[src/rtl/kyber_seq_pkg.sv]
// Shared types and helpers for the Kyber decapsulation run sequencer:
// FSM encoding, ciphertext lengths per k, and the legal-k test.
package kyber_seq_pkg;

    typedef enum logic [2:0] {
        IDLE    = 3'd0,
        CRST    = 3'd1,
        CSTART  = 3'd2,
        WREQ    = 3'd3,
        FEED    = 3'd4,
        COLLECT = 3'd5,
        FIN     = 3'd6,
        ERR     = 3'd7
    } state_e;

    localparam logic [15:0] CT_WORDS_K2 = 16'd192;
    localparam logic [15:0] CT_WORDS_K3 = 16'd272;
    localparam logic [15:0] CT_WORDS_K4 = 16'd392;

    function automatic logic k_legal(input logic [2:0] k);
        return (k == 3'd2) || (k == 3'd3) || (k == 3'd4);
    endfunction

    // Only meaningful for legal k; anything else falls through to the k=4 length.
    function automatic logic [15:0] ct_words(input logic [2:0] k);
        case (k)
            3'd2:    return CT_WORDS_K2;
            3'd3:    return CT_WORDS_K3;
            default: return CT_WORDS_K4;
        endcase
    endfunction

endpackage

[src/rtl/kyber_decap_sequencer_if.sv]
// Host, CT RAM, core and result RAM signals of the sequencer in one bundle.
// Handshake: cmd_start is a one-cycle request accepted only in IDLE; core_req_c/core_valid are single-cycle qualifiers sampled on clk.
interface kyber_decap_sequencer_if #(
    parameter int unsigned CT_AW  = 9,
    parameter int unsigned RES_AW = 6
);
    import kyber_seq_pkg::*;

    logic              cmd_start;
    logic [2:0]        cmd_k;
    logic              busy;
    logic              done;
    logic              err_timeout;
    logic              err_kbad;
    logic              ct_rd_en;
    logic [CT_AW-1:0]  ct_rd_addr;
    logic [31:0]       ct_rd_data;
    logic              core_rst;
    logic              core_start;
    logic [2:0]        core_k;
    logic              core_ready_c;
    logic              core_req_c;
    logic              core_wen;
    logic [31:0]       core_din;
    logic              core_valid;
    logic [31:0]       core_dout;
    logic              res_wr_en;
    logic [RES_AW-1:0] res_wr_addr;
    logic [31:0]       res_wr_data;
    logic [CT_AW-1:0]  ct_count;
    state_e            dbg_state;

    modport master (
        input  cmd_start, cmd_k, ct_rd_data, core_req_c, core_valid, core_dout,
        output busy, done, err_timeout, err_kbad, ct_rd_en, ct_rd_addr,
               core_rst, core_start, core_k, core_ready_c, core_wen, core_din,
               res_wr_en, res_wr_addr, res_wr_data, ct_count, dbg_state
    );

    modport slave (
        output cmd_start, cmd_k, ct_rd_data, core_req_c, core_valid, core_dout,
        input  busy, done, err_timeout, err_kbad, ct_rd_en, ct_rd_addr,
               core_rst, core_start, core_k, core_ready_c, core_wen, core_din,
               res_wr_en, res_wr_addr, res_wr_data, ct_count, dbg_state
    );

endinterface

[src/rtl/kyber_seq_timeout.sv]
// Saturating wait counter: counts enabled cycles, clears on request,
// and flags the cycle on which the count reaches LIMIT.
module kyber_seq_timeout #(
    parameter int unsigned LIMIT = 1048576
) (
    input  logic clk,
    input  logic rst,
    input  logic clr,
    input  logic en,
    output logic expired
);
    localparam int unsigned CW = $clog2(LIMIT + 1);

    logic [CW-1:0] cnt_q, cnt_d;

    always_comb begin
        cnt_d = cnt_q;
        if (clr) begin
            cnt_d = '0;
        end else if (en && (cnt_q != CW'(LIMIT))) begin
            cnt_d = cnt_q + CW'(1);
        end
    end

    always_ff @(posedge clk) begin
        if (rst) begin
            cnt_q <= '0;
        end else begin
            cnt_q <= cnt_d;
        end
    end

    // Fires on the enabled cycle that would bring the count to LIMIT.
    assign expired = en && (cnt_q >= CW'(LIMIT - 1));

endmodule

[src/rtl/kyber_decap_sequencer.sv]
// Run-level controller for the Kyber decapsulation core: resets/starts the core,
// streams the k-sized ciphertext, collects result words, reports done/error.
module kyber_decap_sequencer
    import kyber_seq_pkg::*;
#(
    parameter int unsigned RES_WORDS      = 8,
    parameter int unsigned TIMEOUT_CYCLES = 1048576,
    parameter int unsigned CT_AW          = 9,
    parameter int unsigned RES_AW         = 6
) (
    input logic clk,
    input logic rst,
    kyber_decap_sequencer_if.master bus
);
    localparam int unsigned RIW = $clog2(RES_WORDS + 1);

    state_e           state_q, state_d;
    logic [2:0]       k_q, k_d;
    logic [CT_AW-1:0] last_addr_q, last_addr_d;
    logic [CT_AW-1:0] rd_addr_q, rd_addr_d;
    logic [CT_AW-1:0] ct_count_q, ct_count_d;
    logic [RIW-1:0]   res_idx_q, res_idx_d;
    logic             wen_q, wen_d;
    logic             err_kbad_q, err_kbad_d;
    logic             err_timeout_q, err_timeout_d;
    logic             kbad_done_q, kbad_done_d;

    logic in_run, capture, wait_en, wait_clr, expired;

    assign in_run  = (state_q == WREQ) || (state_q == FEED) || (state_q == COLLECT);
    // Result words are accepted from WREQ onwards; anything past RES_WORDS is dropped.
    assign capture = in_run && bus.core_valid && (res_idx_q < RIW'(RES_WORDS));
    assign wait_en = ((state_q == WREQ) && !bus.core_req_c) ||
                     ((state_q == COLLECT) && !bus.core_valid);
    assign wait_clr = (state_d != state_q) || ((state_q == COLLECT) && bus.core_valid);

    kyber_seq_timeout #(.LIMIT(TIMEOUT_CYCLES)) u_timeout (
        .clk     (clk),
        .rst     (rst),
        .clr     (wait_clr),
        .en      (wait_en),
        .expired (expired)
    );

    always_comb begin
        state_d       = state_q;
        k_d           = k_q;
        last_addr_d   = last_addr_q;
        rd_addr_d     = rd_addr_q;
        ct_count_d    = ct_count_q;
        res_idx_d     = res_idx_q;
        err_kbad_d    = err_kbad_q;
        err_timeout_d = err_timeout_q;
        kbad_done_d   = 1'b0;
        wen_d         = (state_q == FEED);

        if (capture) begin
            res_idx_d = res_idx_q + RIW'(1);
        end
        if (wen_q) begin
            ct_count_d = ct_count_q + CT_AW'(1);
        end

        case (state_q)
            IDLE: begin
                if (bus.cmd_start) begin
                    if (k_legal(bus.cmd_k)) begin
                        state_d       = CRST;
                        k_d           = bus.cmd_k;
                        last_addr_d   = CT_AW'(ct_words(bus.cmd_k) - 16'd1);
                        rd_addr_d     = '0;
                        ct_count_d    = '0;
                        res_idx_d     = '0;
                        err_kbad_d    = 1'b0;
                        err_timeout_d = 1'b0;
                    end else begin
                        err_kbad_d  = 1'b1;
                        kbad_done_d = 1'b1;
                    end
                end
            end
            CRST:   state_d = CSTART;
            CSTART: state_d = WREQ;
            WREQ: begin
                if (bus.core_req_c) begin
                    state_d = FEED;
                end else if (expired) begin
                    state_d = ERR;
                end
            end
            FEED: begin
                // The address holds at N-1 after the final read.
                if (rd_addr_q == last_addr_q) begin
                    state_d = COLLECT;
                end else begin
                    rd_addr_d = rd_addr_q + CT_AW'(1);
                end
            end
            COLLECT: begin
                if (res_idx_d == RIW'(RES_WORDS)) begin
                    state_d = FIN;
                end else if (expired) begin
                    state_d = ERR;
                end
            end
            FIN:     state_d = IDLE;
            ERR:     state_d = IDLE;
            default: state_d = IDLE;
        endcase

        if ((state_d == ERR) && (state_q != ERR)) begin
            err_timeout_d = 1'b1;
        end
    end

    always_ff @(posedge clk) begin
        if (rst) begin
            state_q       <= IDLE;
            k_q           <= '0;
            last_addr_q   <= '0;
            rd_addr_q     <= '0;
            ct_count_q    <= '0;
            res_idx_q     <= '0;
            wen_q         <= 1'b0;
            err_kbad_q    <= 1'b0;
            err_timeout_q <= 1'b0;
            kbad_done_q   <= 1'b0;
        end else begin
            state_q       <= state_d;
            k_q           <= k_d;
            last_addr_q   <= last_addr_d;
            rd_addr_q     <= rd_addr_d;
            ct_count_q    <= ct_count_d;
            res_idx_q     <= res_idx_d;
            wen_q         <= wen_d;
            err_kbad_q    <= err_kbad_d;
            err_timeout_q <= err_timeout_d;
            kbad_done_q   <= kbad_done_d;
        end
    end

    assign bus.busy         = (state_q != IDLE);
    assign bus.done         = (state_q == FIN) || (state_q == ERR) || kbad_done_q;
    assign bus.err_timeout  = err_timeout_q;
    assign bus.err_kbad     = err_kbad_q;
    assign bus.ct_rd_en     = (state_q == FEED);
    assign bus.ct_rd_addr   = rd_addr_q;
    assign bus.core_rst     = rst || (state_q == CRST) || (state_q == ERR);
    assign bus.core_start   = (state_q == CSTART);
    assign bus.core_k       = k_q;
    assign bus.core_ready_c = in_run;
    assign bus.core_wen     = wen_q;
    assign bus.core_din     = bus.ct_rd_data;
    assign bus.res_wr_en    = capture;
    assign bus.res_wr_addr  = RES_AW'(res_idx_q);
    assign bus.res_wr_data  = bus.core_dout;
    assign bus.ct_count     = ct_count_q;
    assign bus.dbg_state    = state_q;

endmodule

[src/flat_wrapper.sv]
// flat-port wrapper written by rule: the top's interface ports become plain ports
module kyber_decap_sequencer_flat import kyber_seq_pkg::*;
#(
    parameter int unsigned RES_WORDS      = 8,
    parameter int unsigned TIMEOUT_CYCLES = 1048576,
    parameter int unsigned CT_AW          = 9,
    parameter int unsigned RES_AW         = 6
)
  (clk, rst, bus_cmd_start, bus_cmd_k, bus_ct_rd_data, bus_core_req_c, bus_core_valid, bus_core_dout, bus_busy, bus_done, bus_err_timeout, bus_err_kbad, bus_ct_rd_en, bus_ct_rd_addr, bus_core_rst, bus_core_start, bus_core_k, bus_core_ready_c, bus_core_wen, bus_core_din, bus_res_wr_en, bus_res_wr_addr, bus_res_wr_data, bus_ct_count, bus_dbg_state);
  kyber_decap_sequencer_if #(.CT_AW(CT_AW), .RES_AW(RES_AW)) bus_i ();
  input logic clk;
  input logic rst;
  input wire logic [$bits(bus_i.cmd_start)-1:0] bus_cmd_start;
  input wire logic [$bits(bus_i.cmd_k)-1:0] bus_cmd_k;
  input wire logic [$bits(bus_i.ct_rd_data)-1:0] bus_ct_rd_data;
  input wire logic [$bits(bus_i.core_req_c)-1:0] bus_core_req_c;
  input wire logic [$bits(bus_i.core_valid)-1:0] bus_core_valid;
  input wire logic [$bits(bus_i.core_dout)-1:0] bus_core_dout;
  output wire logic [$bits(bus_i.busy)-1:0] bus_busy;
  output wire logic [$bits(bus_i.done)-1:0] bus_done;
  output wire logic [$bits(bus_i.err_timeout)-1:0] bus_err_timeout;
  output wire logic [$bits(bus_i.err_kbad)-1:0] bus_err_kbad;
  output wire logic [$bits(bus_i.ct_rd_en)-1:0] bus_ct_rd_en;
  output wire logic [$bits(bus_i.ct_rd_addr)-1:0] bus_ct_rd_addr;
  output wire logic [$bits(bus_i.core_rst)-1:0] bus_core_rst;
  output wire logic [$bits(bus_i.core_start)-1:0] bus_core_start;
  output wire logic [$bits(bus_i.core_k)-1:0] bus_core_k;
  output wire logic [$bits(bus_i.core_ready_c)-1:0] bus_core_ready_c;
  output wire logic [$bits(bus_i.core_wen)-1:0] bus_core_wen;
  output wire logic [$bits(bus_i.core_din)-1:0] bus_core_din;
  output wire logic [$bits(bus_i.res_wr_en)-1:0] bus_res_wr_en;
  output wire logic [$bits(bus_i.res_wr_addr)-1:0] bus_res_wr_addr;
  output wire logic [$bits(bus_i.res_wr_data)-1:0] bus_res_wr_data;
  output wire logic [$bits(bus_i.ct_count)-1:0] bus_ct_count;
  output wire logic [$bits(bus_i.dbg_state)-1:0] bus_dbg_state;
  assign bus_i.cmd_start = bus_cmd_start;
  assign bus_i.cmd_k = bus_cmd_k;
  assign bus_i.ct_rd_data = bus_ct_rd_data;
  assign bus_i.core_req_c = bus_core_req_c;
  assign bus_i.core_valid = bus_core_valid;
  assign bus_i.core_dout = bus_core_dout;
  assign bus_busy = bus_i.busy;
  assign bus_done = bus_i.done;
  assign bus_err_timeout = bus_i.err_timeout;
  assign bus_err_kbad = bus_i.err_kbad;
  assign bus_ct_rd_en = bus_i.ct_rd_en;
  assign bus_ct_rd_addr = bus_i.ct_rd_addr;
  assign bus_core_rst = bus_i.core_rst;
  assign bus_core_start = bus_i.core_start;
  assign bus_core_k = bus_i.core_k;
  assign bus_core_ready_c = bus_i.core_ready_c;
  assign bus_core_wen = bus_i.core_wen;
  assign bus_core_din = bus_i.core_din;
  assign bus_res_wr_en = bus_i.res_wr_en;
  assign bus_res_wr_addr = bus_i.res_wr_addr;
  assign bus_res_wr_data = bus_i.res_wr_data;
  assign bus_ct_count = bus_i.ct_count;
  assign bus_dbg_state = bus_i.dbg_state;
  kyber_decap_sequencer #(.RES_WORDS(RES_WORDS), .TIMEOUT_CYCLES(TIMEOUT_CYCLES), .CT_AW(CT_AW), .RES_AW(RES_AW)) u_core (.clk(clk), .rst(rst), .bus(bus_i));
endmodule
[config.mk]
export PLATFORM = sky130hd
export DESIGN_NAME = kyber_decap_sequencer_flat
export DESIGN_NICKNAME = d
export VERILOG_FILES = /design/src/rtl/kyber_seq_pkg.sv /design/src/rtl/kyber_decap_sequencer_if.sv /design/src/rtl/kyber_seq_timeout.sv /design/src/rtl/kyber_decap_sequencer.sv /design/src/flat_wrapper.sv
export SDC_FILE = /design/constraint.sdc
export NUM_CORES = 1
export LEC_CHECK = 0
export ABC_AREA = 1
export BUFFER_PORTS_ARGS = -buffer_cell sky130_fd_sc_hd__buf_2
export CORE_ASPECT_RATIO = 0.9
export CORE_MARGIN = 5
export CORE_UTILIZATION = 40
export CTS_BUF_LIST = sky130_fd_sc_hd__clkbuf_2
export CTS_CLUSTER_DIAMETER = 40
export DETAILED_ROUTE_END_ITERATION = 12
export PLACE_DENSITY = 0.69
export SKIP_LAST_GASP = 1
export SLEW_MARGIN = 5
export SYNTH_ARGS = -nofsm -noshare
export SYNTH_HDL_FRONTEND = slang
export SYNTH_HIERARCHICAL = 1
export SYNTH_SLANG_ARGS = --single-unit
[constraint.sdc]
create_clock -name clk -period 4.1 [get_ports clk]
set_input_delay 1.23 -clock clk [delete_from_list [all_inputs] [get_ports clk]]
set_output_delay 1.23 -clock clk [all_outputs]
set_load 0.01 [all_outputs]
==> flow_metrics.py <==
metrics = {
    "run_status": {
        "status": "complete, no violations",
    },
    "placed_design": {
        "pre_cts_slack_ns": 0.6987,
        "dp_hpwl_um": 6702,
        "gp_congestion": 0.9279,
        "portBuffers": 45,
    },
    "flow_run": {
        "maxCapViolCount": 0,
    },
    "routing": {
        "vias_per_cell": 4.997,
        "drt-wirelength-per-cell_um": 12.75,
        "wirelength_um": 8926,
        "drt_iter0_markers": 192,
        "vias": 3498,
        "first_pass_iters": 4,
        "drt_drc_violations_left": 0,
        "drt.antenna.violating_nets": 0,
    },
    "synth": {
        "synth_edf_count": 0,
        "syn_inst": 587,
        "ys_seq_area_share_pct": 29.06,
        "ys.flop_type": "dfxtp_1",
        "synthArstFlopShare_pct": 0,
        "syn_area_um2": 4064,
        "ys_seq_elements": 59,
        "ys_types": 49,
        "avgSynthCellArea_um2": 6.923,
        "yosysWarnings": 6,
    },
    "hold_path": {
        "hold_path.startpoint": "u_core/bus.err_timeout",
        "hold_path_class": "flip-flop to flip-flop",
        "holdPathEnd": "u_core/bus.err_timeout",
        "min_delay_path_depth": 2,
    },
    "floorplanning": {
        "ios": 176,
        "start_util_pct": 41.53,
        "die_w_um": 116.2,
        "die_h_um": 105.6,
        "fp.coreArea_um2": 9784,
        "row_count": 34,
        "fp.dieArea_um2": 12280,
    },
    "global_route": {
        "grt_pass1_wl_um": 15720,
        "overflow": 0,
        "grt_max_degree": 19,
        "grt_pass1_vias": 3432,
        "antenna_found_initial": 0,
        "grt_usage_pct": 15.32,
    },
    "worst_setup_path": {
        "regToRegStartpoint": "u_core/bus.dbg_state[0]",
        "path_cells": "buf_2 > inv_1 > o211ai_1 > buf_2",
        "r2r-end": "u_core/u_timeout/cnt_q[7]",
        "timing.critical_path.slowest_stage_cell": "buf_2",
        "r2r_slack_ns": 1.11,
        "cp_max_fo": 17,
        "crit_family": "buffers and inverters",
        "slowest_delay_ns": 0.31,
        "cp-start-kind": "input port",
        "end_kind": "output port",
        "path_buf_inv": 3,
        "critPathKind": "input port to output port",
        "crit_top_cell": "buf_2",
        "worstPathArrival_ns": 2.08,
        "cp.required_ns": 2.87,
        "reg2reg_depth": 16,
    },
    "timing": {
        "fin_skew_ns": 0.02425,
        "setup-violations-final": 0,
        "fin_crit_sh_pct": 80.66,
        "period_needed_ns": 3.307,
        "slew_violations": 0,
        "max_freq_ghz": 0.3024,
        "maxSlewHeadroom_pct": 59.85,
        "layout_setup_ws_ns": 0.7929,
        "tns_ns": 0,
        "hold_viol": 0,
        "rsz0062_at_grt": "false",
        "tightest_slew_ns": 0.6016,
    },
    "finish": {
        "drive_gt1_share_pct": 20.38,
        "register_area_um2": 1181,
        "nNetsFinal": 646,
        "multiInputGateArea_um2": 2046,
        "antenna_cells": 0,
        "fillers": 1019,
        "syn_to_final_growth_pct": -1.909,
    },
    "power": {
        "p_per_area_nw_per_um2": 267.4,
        "leakagePower_nw": 1.681,
        "ir_drop_mv": 0.2325,
    },
    "clock_tree": {
        "clk_latency_ns": 0.52,
        "numCtsBuffers": 9,
        "post-cts-setup-buffers": 0,
        "cts_hold_buf": 0,
        "clk_root_buffer_cell": "clkbuf_2",
        "cts_sinks": 59,
        "cts_buffer_depth": 2,
        "h-tree-depth": 3,
        "cts.clk_slew.worst_paths_ns": 0.20,
        "cts_resized": 0,
        "cts_tree": "yes",
    },
}
## flip-flops by register name (all words and copies together), names as in the netlist
signal	count
u_core/bus.ct_count	9
u_core/res_idx_q	4
u_core/u_timeout/cnt_q	21
u_core/bus.err_kbad	1
u_core/bus.err_timeout	1
u_core/bus.core_wen	1
u_core/kbad_done_q	1
u_core/bus.core_k	3
u_core/last_addr_q	6
u_core/bus.ct_rd_addr	9
u_core/bus.dbg_state	3
## through the flow
stage	instance area, um2	utilization (%)	power [mW]	hold WS (ns)	cells
floorplan	4068	-	0.7663	0.4297	588
global placement	3882	39.68	0.7338	0.4443	684
detailed placement	3882	39.68	0.7357	0.4470	684
CTS	3986	40.74	1.080	0.4707	700
global route	3986	40.74	1.134	0.5080	700
finish	3986	40.74	1.066	0.4686	700
## kinds of logic after synthesis
family | Yosys count | synth area share (%)
and+or+nand+nor | 302 | 35.87
buffers and inverters | 146 | 20.81
DFF | 59 | 29.06
AOI/OAI and AO/OA | 54 | 8.313
xor gates and xnor gates | 20 | 4.310
adders and majority gates | 5 | 1.539
other | 1 | 0.09228
## per-layer routing
layer,vias to the layer above,global-route usage (%),wire [um]
met5,-,0,0
met4,0,3.811,74
met3,16,6.762,775
met2,124,23.90,3987
met1,1600,19.33,4088
li1,1758,-,-
## cell usage in the layout, fill, tap and decap left out, drive strengths merged, types with 15 or more instances in the layout
cell and n:
dfxtp 59, a21oi 30, nor2 87, nand4 18, o21ai 16, nand2 138, inv 73, buf 46
nand3 35, xor2 15
## report_power, final
group / switching (mW) / internal [mW] / leakage, nW
Sequential: 0.0112 / 0.584 / 0.477
Clock: 0.251 / 0.0889 / 0.0648
Combinational: 0.0909 / 0.0397 / 1.14
Total: 0.354 / 0.712 / 1.68
## how the worst max path moves through the flow
stage                              start                    endpoint  slack, ns  cells after the start
after floorplan           bus_core_req_c  u_core/u_timeout/cnt_q[10]       0.60                     16
after global placement               rst                bus_core_rst       0.80                      4
after detailed placement  bus_core_valid   u_core/u_timeout/cnt_q[7]       0.70                     15
after CTS                            rst                bus_core_rst       0.79                      4
after global routing                 rst                bus_core_rst       0.73                      4
final                                rst                bus_core_rst       0.79                      4
## area by class of cell
| cell class | instances | share of cell area, % |
|---|---|---|
| multi-input cells | 383 | 51.32 |
| flip-flops and latches | 59 | 29.63 |
| clock buffers | 9 | 1.130 |
| repair buffers | 46 | 5.838 |
| well taps | 126 | 3.955 |
| clock inverters | 7 | 1.475 |
| inverters | 70 | 6.654 |
## Yosys cell counts (2+ instances only)
cell | count | area (um2)
buf_4 | 66 | 495.5
xnor2_1 | 5 | 43.79
nand4_2 | 2 | 25.02
a21oi_1 | 21 | 105.1
ha_1 | 5 | 62.56
nand2_2 | 9 | 56.30
inv_1 | 61 | 229.0
a21oi_2 | 9 | 78.83
nand3_2 | 3 | 30.03
dfxtp_1 | 59 | 1181
nor2_2 | 6 | 37.54
nand3_1 | 31 | 155.2
nor3b_1 | 2 | 15.01
nor2_4 | 3 | 33.78
nand3b_1 | 4 | 30.03
o21ai_0 | 14 | 70.07
nor3_1 | 10 | 50.05
buf_6 | 4 | 45.04
nand4_1 | 16 | 100.1
nor2_1 | 77 | 289.0
xor2_1 | 15 | 131.4
o21ai_1 | 2 | 10.01
clkbuf_1 | 3 | 11.26
nand2_1 | 125 | 469.2
nor4_1 | 2 | 12.51
nand2_4 | 3 | 33.78
inv_2 | 8 | 30.03
## worst register-to-register path: cells and delay by family, from the launching register on
kind / cells / cell delay (ns)
AOI/OAI and AO/OA: 1 / 0.23
buffers and inverters: 2 / 0.47
DFF: 1 / 0.66
and+or+nand+nor: 13 / 1.57
No activity file was read; power rests on OpenSTA's default activity.
